<file path="src/rtl/dcache_pkg.sv">
// Shared types and geometry for the direct-mapped write-back data cache.
// Holds the controller state encoding and the byte-lane helpers.
package dcache_pkg;

  localparam int TAG_W   = 3;
  localparam int IDX_W   = 3;
  localparam int OFF_W   = 2;
  localparam int BLOCK_W = 32;
  localparam int NBLK    = 8;

  typedef enum logic [1:0] {
    IDLE      = 2'd0,
    WRITEBACK = 2'd1,
    FETCH     = 2'd2
  } state_t;

  function automatic logic [7:0] get_byte(input logic [BLOCK_W-1:0] blk, input logic [OFF_W-1:0] off);
    return blk[{off, 3'b000} +: 8];
  endfunction

  function automatic logic [BLOCK_W-1:0] set_byte(input logic [BLOCK_W-1:0] blk, input logic [OFF_W-1:0] off,
                                                  input logic [7:0] b);
    logic [BLOCK_W-1:0] r;
    r = blk;
    r[{off, 3'b000} +: 8] = b;
    return r;
  endfunction

endpackage

</file>
<file path="src/rtl/dcache_ctrl.sv">
// Miss controller: sequences write-back of a dirty victim and the block fetch.
// Memory-side outputs are registered; the fill strobe is combinational so the block
// lands on the same edge that ends the fetch.
module dcache_ctrl
  import dcache_pkg::*;
(
  input  logic               CLK,
  input  logic               RESET,
  input  logic               miss_s,
  input  logic               dirty_s,
  input  logic [TAG_W-1:0]   req_tag_s,
  input  logic [IDX_W-1:0]   req_idx_s,
  input  logic [TAG_W-1:0]   old_tag_s,
  input  logic [BLOCK_W-1:0] old_block_s,
  input  logic               MEM_BUSYWAIT,
  output state_t             state_r,
  output logic               mem_read_r,
  output logic               mem_write_r,
  output logic [5:0]         mem_address_r,
  output logic [BLOCK_W-1:0] mem_writedata_r,
  output logic               fill_s,
  output logic [TAG_W-1:0]   fill_tag_r,
  output logic [IDX_W-1:0]   fill_idx_r
);

  assign fill_s = (state_r == FETCH) && !MEM_BUSYWAIT;

  // Miss FSM with registered memory request outputs
  always_ff @(posedge CLK or posedge RESET) begin
    if (RESET) begin
      state_r         <= IDLE;
      mem_read_r      <= 1'b0;
      mem_write_r     <= 1'b0;
      mem_address_r   <= 6'd0;
      mem_writedata_r <= 32'd0;
      fill_tag_r      <= 3'd0;
      fill_idx_r      <= 3'd0;
    end else begin
      case (state_r)
        IDLE: begin
          if (miss_s) begin
            fill_tag_r <= req_tag_s;
            fill_idx_r <= req_idx_s;
            if (dirty_s) begin
              state_r         <= WRITEBACK;
              mem_write_r     <= 1'b1;
              mem_address_r   <= {old_tag_s, req_idx_s};
              mem_writedata_r <= old_block_s;
            end else begin
              state_r       <= FETCH;
              mem_read_r    <= 1'b1;
              mem_address_r <= {req_tag_s, req_idx_s};
            end
          end
        end
        WRITEBACK: begin
          if (!MEM_BUSYWAIT) begin
            state_r         <= FETCH;
            mem_write_r     <= 1'b0;
            mem_read_r      <= 1'b1;
            mem_address_r   <= {fill_tag_r, fill_idx_r};
            mem_writedata_r <= 32'd0;
          end
        end
        FETCH: begin
          if (!MEM_BUSYWAIT) begin
            state_r       <= IDLE;
            mem_read_r    <= 1'b0;
            mem_address_r <= 6'd0;
          end
        end
        default: begin
          state_r         <= IDLE;
          mem_read_r      <= 1'b0;
          mem_write_r     <= 1'b0;
          mem_address_r   <= 6'd0;
          mem_writedata_r <= 32'd0;
        end
      endcase
    end
  end

endmodule

</file>
<file path="src/rtl/dcache.sv">
// Direct-mapped 8 x 4-byte write-back, write-allocate data cache.
// Tag/data/valid/dirty arrays and hit detection live here; dcache_ctrl runs misses.
module dcache
  import dcache_pkg::*;
(
  input  logic        CLK,
  input  logic        RESET,
  input  logic        READ,
  input  logic        WRITE,
  input  logic [7:0]  ADDRESS,
  input  logic [7:0]  WRITEDATA,
  output logic [7:0]  READDATA,
  output logic        BUSYWAIT,
  output logic        MEM_READ,
  output logic        MEM_WRITE,
  output logic [5:0]  MEM_ADDRESS,
  output logic [31:0] MEM_WRITEDATA,
  input  logic [31:0] MEM_READDATA,
  input  logic        MEM_BUSYWAIT
);

  logic [BLOCK_W-1:0] data_r [0:NBLK-1];
  logic [TAG_W-1:0]   tag_r  [0:NBLK-1];
  logic [NBLK-1:0]    valid_r;
  logic [NBLK-1:0]    dirty_r;

  logic [TAG_W-1:0] tag_s;
  logic [IDX_W-1:0] idx_s;
  logic [OFF_W-1:0] off_s;
  logic             req_s, hit_s, idle_s, miss_s, write_hit_s;
  state_t           state_s;
  logic             fill_s;
  logic [TAG_W-1:0] fill_tag_s;
  logic [IDX_W-1:0] fill_idx_s;

  assign tag_s = ADDRESS[7:5];
  assign idx_s = ADDRESS[4:2];
  assign off_s = ADDRESS[1:0];

  // Hit detection and the zero-stall CPU response
  always_comb begin
    req_s       = READ | WRITE;
    hit_s       = valid_r[idx_s] && (tag_r[idx_s] == tag_s);
    idle_s      = (state_s == IDLE);
    miss_s      = req_s && !hit_s && idle_s;
    write_hit_s = WRITE && hit_s && idle_s;
    BUSYWAIT    = 1'b0;
    READDATA    = 8'h00;
    if (RESET) begin
      BUSYWAIT = 1'b0;
      READDATA = 8'h00;
    end else begin
      BUSYWAIT = req_s && (!idle_s || !hit_s);
      if (READ && hit_s && idle_s) begin
        READDATA = get_byte(data_r[idx_s], off_s);
      end else begin
        READDATA = 8'h00;
      end
    end
  end

  // Valid and dirty bits; cleared asynchronously so reset invalidates everything
  always_ff @(posedge CLK or posedge RESET) begin
    if (RESET) begin
      valid_r <= 8'h00;
      dirty_r <= 8'h00;
    end else if (fill_s) begin
      valid_r[fill_idx_s] <= 1'b1;
      dirty_r[fill_idx_s] <= 1'b0;
    end else if (write_hit_s) begin
      dirty_r[idx_s] <= 1'b1;
    end
  end

  // Data and tag arrays; contents are don't-care until the valid bit is set
  always_ff @(posedge CLK) begin
    if (fill_s) begin
      data_r[fill_idx_s] <= MEM_READDATA;
      tag_r[fill_idx_s]  <= fill_tag_s;
    end else if (write_hit_s) begin
      data_r[idx_s] <= set_byte(data_r[idx_s], off_s, WRITEDATA);
    end
  end

  dcache_ctrl u_ctrl (
    .CLK             (CLK),
    .RESET           (RESET),
    .miss_s          (miss_s),
    .dirty_s         (dirty_r[idx_s]),
    .req_tag_s       (tag_s),
    .req_idx_s       (idx_s),
    .old_tag_s       (tag_r[idx_s]),
    .old_block_s     (data_r[idx_s]),
    .MEM_BUSYWAIT    (MEM_BUSYWAIT),
    .state_r         (state_s),
    .mem_read_r      (MEM_READ),
    .mem_write_r     (MEM_WRITE),
    .mem_address_r   (MEM_ADDRESS),
    .mem_writedata_r (MEM_WRITEDATA),
    .fill_s          (fill_s),
    .fill_tag_r      (fill_tag_s),
    .fill_idx_r      (fill_idx_s)
  );

endmodule

</file>
<file path="config.mk">
export PLATFORM = sky130hd
export DESIGN_NAME = dcache
export DESIGN_NICKNAME = d
export VERILOG_FILES = /design/src/rtl/dcache_pkg.sv /design/src/rtl/dcache_ctrl.sv /design/src/rtl/dcache.sv
export SDC_FILE = /design/constraint.sdc
export NUM_CORES = 1
export LEC_CHECK = 0
export BUFFER_PORTS_ARGS = -buffer_cell sky130_fd_sc_hd__buf_2
export CAP_MARGIN = 20
export CORE_ASPECT_RATIO = 0.75
export CORE_UTILIZATION = 25
export DETAILED_ROUTE_END_ITERATION = 8
export GPL_TIMING_DRIVEN = 0
export SYNTH_ARGS = -nofsm -noshare
export SYNTH_HDL_FRONTEND = slang
export SYNTH_SLANG_ARGS = --single-unit
</file>
<file path="constraint.sdc">
create_clock -name CLK -period 6.3 [get_ports CLK]
set_input_delay 0.315 -clock CLK [delete_from_list [all_inputs] [get_ports CLK]]
set_output_delay 0.315 -clock CLK [all_outputs]
set_load 0.01 [all_outputs]
</file>
After elaboration in Yosys (flattened, before gate mapping):

Memory sizes are Yosys's and may differ from the RTL's.
Index checks and enable logic that the tools add are counted.

* word-level logic and storage cells: 99
* memory bits (writable): 280
* output and inout port bits: 49
* register bits: 64
* memories: 2
* input port bits: 53

Memories
* data_r: words 8, width 32, rd ports 1, clocked after Yosys merged registers in 0, wr ports 1, line dcache.sv:22 `logic [BLOCK_W-1:0] data_r [0:NBLK-1];`
* tag_r: words 8, width 3, rd ports 1, clocked after Yosys merged registers in 0, wr ports 1, line dcache.sv:23 `logic [TAG_W-1:0] tag_r [0:NBLK-1];`

* bitwise logic cells: 6
* $add $sub $neg: 1
* shifts and indexed selects: 3
* reduce and logical (&&, ||, !) cells: 22
* magnitude comparators: 4
* muxes and demuxes: 44
* equality and inequality tests: 8

Operators by type and width (count)
* 32-bit two-way mux: 4
* 32-bit one-hot mux with 3 select lines: 1
* 32-bit bitwise mux: 1
* 8-bit two-way mux: 4
* 32-bit OR reduction: 1
* 8-bit by 7-bit variable shift with 32-bit output, first input constant: 1
* 32-bit by 6-bit indexed part select with 8-bit output: 1
* 8-bit by 7-bit indexed part select with 32-bit output: 1
* 6-bit two-way mux: 4
* 6-bit one-hot mux with 3 select lines: 1
* 1-bit two-way mux: 17
* 8-bit bitwise OR: 2
* 1-bit logical AND: 11
* 8-bit bitwise AND: 1
* 3-bit by 4-bit < comparator with 1-bit output, second input constant: 2
* 2-bit two-way mux: 4
* 8-bit inverter: 1
* 4-bit AND reduction: 2
* 5-bit negator with 7-bit output: 1
* 1-bit binary-select mux with 3-bit select: 2
* 1-bit demux with 3-bit select: 2
* 3-bit by 1-bit >= comparator with 1-bit output, second input constant: 2
* 2-bit != test, second input constant: 3
* 1-bit one-hot mux with 3 select lines: 2
* 14 further kinds: 17

Depth between registers and ports, before layout:

Gate-level depths: netlist of the first run.

* word-level depth: 10
* mapped depth: 11
* mapped depth without buffers: 7

Hierarchy:

From an unflattened synthesis of the first run, not the netlist that was laid out.

* cells, all modules: 986
* area, all modules: 14662.8 µm²

Modules (own cells, without submodules)
* dcache: cells each 837, seq. area each 8808.4 µm², times used 1, area each 12742.2 µm²
* dcache_ctrl: cells each 149, seq. area each 1201.2 µm², times used 1, area each 1920.6 µm²

Worst setup path after synthesis of the first run:

Ideal clock, no wire load.

* path kind: input to register
* from: in ADDRESS[3]
* to: mem data_r[3][0] (enable)
* stages: 10
* path slack: 1.478 ns
* setup time: 0.470 ns
* arrival: 4.352 ns
* buffers on the path: 3
* data required time: 5.830 ns
* cell sequence: buf_4 -> or2_1 -> o22ai_1 -> nor2_2 -> xnor2_2 -> nor4_4 -> nand2_1 -> buf_4 -> buf_6 -> o31ai_1

* word-level cells in the longest chain between the ends: 10
* elaborated cells on any way between the ends: 13
* classes of those cells: 1 x eq/ne; 7 x mux; 4 x reduce/logical; 1 x memory

Ends and longest elaborated chain
* start, declared: line dcache.sv:10 `input logic [7:0] ADDRESS,`
* memory read 8 x 3 bit / 1-bit binary-select mux with 3-bit select (equally long branches)
* 3-bit == test / 1-bit two-way mux (equally long branches): line dcache.sv:43 `hit_s = valid_r[idx_s] && (tag_r[idx_s] == tag_s);`
* 1-bit logical AND: line dcache.sv:43
* 1-bit logical AND (2 in series): line dcache.sv:46 `write_hit_s = WRITE && hit_s && idle_s;`
* 1-bit two-way mux: line dcache.sv:80 `end else if (write_hit_s) begin`
* 1-bit two-way mux: line dcache.sv:77 `if (fill_s) begin`
* 1-bit two-way mux (not written as such): line dcache.sv:81 `data_r[idx_s] <= set_byte(data_r[idx_s], off_s, WRITEDATA);`
* 32-bit OR reduction (no source line)
* 3-bit two-way mux (no source line) / 1-bit two-way mux (equally long branches)
* end, declared: line dcache.sv:22

Several ways; a longest one is shown, not always the timed one. The select of a mux whose other input is x is not followed.

Worst setup path in the final report of the first run:

* from: in ADDRESS[3]
* to: out READDATA[7]

* word-level cells in the longest chain between the ends: 7
* elaborated cells on any way between the ends: 11
* classes of those cells: 1 x eq/ne; 1 x shift; 4 x mux; 3 x reduce/logical; 2 x memory

Ends and longest elaborated chain
* branches (longest 5 deep; another with memory read 8 x 32 bit)
* 8-bit two-way mux *: line dcache.sv:54 `if (READ && hit_s && idle_s) begin`
* 8-bit two-way mux *: line dcache.sv:49 `if (RESET) begin`
* end, declared: line dcache.sv:12 `output logic [7:0] READDATA,`

Mark *: on every way between the ends. The select of a mux whose other input is x is not followed.

==> out/metrics.cfg, run 1 <==
[hold_path]
hp-class=in -> reg
whs_path_depth=2

[final_layout]
drive_gt1_share_pct=28.2
stdcell_area_um2=17900
regArea_um2=10000
multi_input_area_um2=4400
area_growth_pct=21.5
final_util_pct=30.9
n_fill_cell=5697
nNetsFinal=1176
antenna_cells=0

[floorplan]
row_count=76
die_y_um=212
io_pins=102
dieWidth_um=282
start_util_pct=25.5
fp.dieArea_um2=59800
core_area_um2=57700

[power]
clkPwrFrac_pct=33.7
internal-power_mw=4.58
leakage_nw=6.41
combPwrFrac_pct=18.8
peakVddDrop_v=0.000164
switchingPower_mw=1.78
p_per_area_nw_per_um2=356
power.total_mw=6.36
swShare_pct=28.0
seq_power_share_pct=47.5

[setup_path]
cp.arrival_ns=3.84
crit_path_end_kind=output port
cp_max_fo=10
worst_setup_path_start_kind=input pin
required_ns=5.98
r2r_cells=11
crit_type=in -> out

[clocking]
numCtsBuffers=37
cts_tree=yes
clockRootBuffer=clkbuf_16
clock_path_buffers=3
clk_latency_ns=0.53
postCtsSetupRepairBufs=0
cts.sinks=344
htreeDepth=2
clkSlewWorstSetupHoldPaths_ns=0.06

[yosys]
yosysSeqAreaShare_pct=68.1
synth-seq-cells=344
ys_warn_count=0
synth-edff-count=280
ys.flop_type=edfxtp_1
syn_avg_cell_area_um2=15.4
async_reset_ff_share_pct=18.6
synthDistinctLibCells=54
synth_nets=1015
syn_inst=957
mappedNetlistArea_um2=14700

[run_status]
status=finished, final reports clean

[sta]
max_freq_mhz=241
setup_tns_ns=0
rsz0062_at_grt=false
tightest_slew_ns=1.36
finalCritPeriodShare_pct=65.9
final.min_clock_period_ns=4.15
finalSetupViolations=0
hold_violations=0
finalMaxSlewViolations=0
hold_slack_ns=0.102
slew-limit-headroom_pct=9.46
clock_skew_ns=0.0188

[global_routing]
grt_pass1_vias=9469
grt_pass1_wl_um=67600
antenna_found_initial=3
grtUsageTotal_pct=15.8
grt_overflow=0
grt_max_degree=57

[place]
dp_hpwl_um=34400
io_buffers=99
place_area_um2=16700
place.gp.congestion=0.869

[route]
wl_per_cell_um=24.8
drc=0
drtIter0Drc=1079
antenna_left=0
viasPerCell=5.01
dr.pass1.iters=5
num_vias=9626
drt-total-wl_um=47700

[job]
drv_cap=0

-- final cells by class --
type / instances / area share, %
plain buffers: 55 / 1.88
clock buffers: 45 / 5.41
clock inverters: 19 / 1.09
inverters: 17 / 0.371
multi-input cells: 541 / 24.7
flip-flops and latches: 344 / 56.1
well taps: 780 / 5.47
repair buffers: 122 / 5.06
-- registers in the layout, summed over array words and instances, names as in the netlist --
register,flops
u_ctrl.fill_tag_r,3
u_ctrl.mem_address_r,6
valid_r,8
u_ctrl.mem_write_r,1
u_ctrl.mem_writedata_r,32
u_ctrl.mem_read_r,1
data_r,256
u_ctrl.fill_idx_r,3
dirty_r,8
u_ctrl.state_r,2
tag_r,24
-- cell families (layout without fill, tap and decap cells) --
logic type               after synthesis  after routing  share of synthesized area (%)
AND/OR/NAND/NOR                      169            169                           5.53
XOR/XNOR                               3              3                          0.332
adder cells (fa/ha/maj)                5              5                          0.426
AO/OA/AOI/OAI                        227            227                           11.3
flip-flops                           344            344                           68.1
buffers and inverters                 72            258                           2.72
multiplexers                         137            137                           11.6
-- layer usage --
metal,wire length [µm],part of all wire [%],track usage (%)
met1,21000,44,22.6
met2,20600,43,23.0
met3,4590,9.6,4.33
met4,1390,2.9,4.97
met5,120,0.25,1.49
-- critical path: stages --
cell and delay [ns]:
buf_4 0.14, buf_2 0.29, buf_2 0.37, clkbuf_1 0.71, o22ai_1 0.21, a221oi_1 1.07
mux4_2 0.46, nor2_1 0.07, buf_2 0.19
-- placed cells by master, fill, tap and decap left out, types with 9 or more instances in the layout --
cell type and instances:
edfxtp_1 280, buf_2 125, nand2_1 68, dfrtp_1 64, mux2i_1 60, mux2_2 53, o21ai_0 47, nor2_1 46
clkbuf_16 37, a21oi_1 32, a221oi_1 28, a22o_1 24, clkbuf_1 23, o2bb2ai_1 22, mux4_2 19, o22ai_1 18
a22oi_1 16, inv_1 15, nand2b_1 13, buf_8 11, nor2b_1 10, o2bb2ai_2 9
-- cell usage after synthesis (4+ instances only) --
library cell,n,area (µm²)
edfxtp_1,280,8410
inv_1,16,60.1
mux2i_1,60,601
nand2_1,68,255
nor2_1,46,173
a211oi_1,6,45.0
o22ai_1,18,113
dfrtp_1,64,1600
o2bb2ai_1,22,193
o2bb2ai_2,9,135
mux2_4,4,60.1
a22oi_1,16,120
mux2_2,53,597
clkbuf_1,16,60.1
buf_6,7,78.8
a21oi_1,32,160
o21ai_0,49,245
a221oi_1,28,245
buf_2,25,125
nand2b_1,13,81.3
mux4_2,19,428
o31ai_1,12,90.1
a2bb2oi_1,4,35.0
nor2b_1,10,62.6
nor3_1,6,30.0
ha_1,5,62.6
a22o_1,24,210
buf_4,5,37.5
and2_1,4,25.0
-- power by group through the flow --
stage	Combinational, mW	Clock [mW]	Sequential, mW
after global placement	1.08	0	3.09
after floorplan	0.619	0	3.08
after global routing	1.28	2.25	3.05
after CTS	1.20	2.16	3.02
after detailed placement	1.19	0	3.06
final	1.20	2.14	3.02
-- worst paths after layout --
kind	startpoint	end	slack (ns)
max	ADDRESS[3]	READDATA[7]	2.15
min	ADDRESS[6]	u_ctrl.fill_tag_r[1]$_DFFE_PP0P_	0.10
max reg2reg	tag_r[3][1]$_DFFE_PP_	data_r[6][10]$_DFFE_PP_	2.82
min reg2reg	valid_r[3]$_DFFE_PP0P_	valid_r[3]$_DFFE_PP0P_	0.46
max in group asynchronous	RESET	u_ctrl.mem_writedata_r[23]$_DFFE_PP0P_	5.50
min in group asynchronous	RESET	u_ctrl.mem_writedata_r[6]$_DFFE_PP0P_	0.25
-- through the flow --
stage / setup slack [ns] / std cells
final: 2.15 / 1923
after global routing: 2.26 / 1923
after CTS: 2.36 / 1923
after detailed placement: 2.19 / 1858
after global placement: -2.28 / 1836
after floorplan: 1.48 / 957
-- what timing repair did --
item	in CTS	in global routing
resized for setup	0	0
hold buffers	1	0
endpoints found under the hold margin	15	0
(Power assumes the default switching activity.)
==> inputs of run 2 (changes only) <==
- clock period: 6.3 -> 4.1 ns (I/O delays scaled with it)
==> run 2 against run 1 <==
Compared with the run above:
- register-to-register slack got worse by 2.3 ns
- clock power increased by 57%
- cell count increased by 0.21%
- clock-buffer cell count unchanged
- worst hold slack got worse by 0.075 ns
- first-iteration DRC count decreased by 1.5%
- total power increased by 54%
- largest cell class unchanged
- global-route usage decreased by 0.078 points
- core utilization increased by 0.085 points
- die area unchanged
- sequential share of layout area decreased by 0.15 points
- critical endpoint is now READDATA[0]
==> out/metrics.cfg, run 2 (synthesis results as in run 1) <==
[place]
place_area_um2=16600
dp_slack_ns=-0.232
io_buffers=99
dp_hpwl_um=33700
place_inst=1853
place.gp.congestion=0.868

[final_layout]
stdcell_area_um2=17900
area_growth_pct=21.8
final_common_cell=edfxtp_1
instances_no_fill=1927
final_util_pct=31.0
top_register=data_r
reg_top3=data_r (256), u_ctrl.mem_writedata_r (32), tag_r (24)
largest_reg_flops=256
nNetsFinal=1176
final_cell_mix=edfxtp_1 (280), buf_2 (124), nand2_1 (68)
drive_gt1_share_pct=28.6

[route]
wl_per_cell_um=24.4
antenna_left=0
dr.pass1.iters=5
drtIter0Drc=1063
drc=0
drt-total-wl_um=47000
num_vias=9624
viasPerCell=4.99

[floorplan]
fp.dieArea_um2=59800
die_y_um=212
io_pins=102
start_util_pct=25.5
core_area_um2=57700
row_count=76
dieWidth_um=282

[clocking]
clk_latency_ns=0.53
numCtsBuffers=37
postCtsSetupRepairBufs=0
clock_path_buffers=3
clockRootBuffer=clkbuf_16
htreeDepth=2
cts_tree=yes
clkSlewWorstSetupHoldPaths_ns=0.06
cts.sinks=344

[setup_path]
reg2reg_from=tag_r[7][1]$_DFFE_PP_
critPathLaunch=ADDRESS[3]
required_ns=3.89
r2r_end=data_r[6][9]$_DFFE_PP_
r2r_cells=11
crit_path_end_kind=output port
worst_setup_path_start_kind=input pin
cp_max_fo=10
cp.arrival_ns=3.59
crit_type=in -> out
reg2reg_slack_ns=0.56

[sta]
rsz0062_at_grt=false
hold_slack_ns=0.0273
tightest_slew_ns=1.25
max_freq_mhz=264
finalMaxSlewViolations=0
slew-limit-headroom_pct=16.9
hold_violations=0
finalCritPeriodShare_pct=92.5
finalSetupViolations=0
clock_skew_ns=0.0146
final.setup.worst_slack_ns=0.307
final.min_clock_period_ns=3.79

[hold_path]
holdPathEnd=u_ctrl.mem_read_r$_DFFE_PP0P_
whs_path_depth=3
hold_start=MEM_BUSYWAIT
hp-class=in -> reg

[global_routing]
grt_max_degree=66
grt_overflow=0
antenna_found_initial=3
grt_pass1_wl_um=67300
grt_pass1_vias=9448
grtUsageTotal_pct=15.8

[power]
peakVddDrop_v=0.000294
p_per_area_nw_per_um2=548
leakage_nw=6.43

[run_status]
status=finished, final reports clean

[job]
drv_cap=0

[run 2: stage by stage]
stage	TNS, ns	power [mW]
6_report	0	9.80
5_1_grt	0	10.1
4_1_cts	0	9.84
3_5_place_dp	-2.71	6.50
3_3_place_gp	-917.50	6.39
2_1_floorplan	-115.83	5.68
[run 2: layer usage]
| metal | up-vias | global-route usage [%] | wire length, µm |
|---|---|---|---|
| met4 | 0 | 4.09 | 1030 |
| met2 | 492 | 23.7 | 20700 |
| met5 | - | 0 | 0 |
| li1 | 4102 | - | - |
| met1 | 4977 | 22.2 | 20300 |
| met3 | 53 | 4.30 | 4950 |
[run 2: worst max path at each step]
| stage | endpoint | slack, ns | cells after the start |
|---|---|---|---|
| 2_1_floorplan | data_r[3][0]$_DFFE_PP_ | -0.61 | 10 |
| 3_3_place_gp | data_r[6][10]$_DFFE_PP_ | -4.28 | 11 |
| 3_5_place_dp | data_r[5][9]$_DFFE_PP_ | -0.23 | 13 |
| 4_1_cts | data_r[5][28]$_DFFE_PP_ | 0.28 | 11 |
| 5_1_grt | READDATA[6] | 0.34 | 10 |
| 6_report | READDATA[0] | 0.31 | 9 |
[run 2: critical path, stage by stage]
cell	delay, ns
buf_4	0.13
buf_2	0.30
buf_2	0.37
clkbuf_1	0.68
mux4_2	0.41
mux2i_1	0.74
mux4_2	0.40
nor2_1	0.11
buf_2	0.22
[run 2: final cells by class]
cell class                 instances  area (µm²)
antenna                            1        2.50
buffer                            55         337
clock buffer                      45        1030
clock inverter                    22         194
fill                            5656       39800
inverter                          17        66.3
multi-input combinational        541        4410
sequential                       344       10000
tap                              780         976
timing repair buffer             122         883
[run 2: timing repair]
action                                 CTS  global route
setup endpoints to repair                0             0
resized for setup                        0             0
hold buffers                             4             0
endpoints found under the hold margin   67             0
[run 2: power breakdown]
group | switching (mW) | internal (mW) | total, mW
clock network | 1.37 | 1.98 | 3.35
registers | 0.249 | 4.38 | 4.63
logic | 1.10 | 0.721 | 1.82
total | 2.73 | 7.08 | 9.80
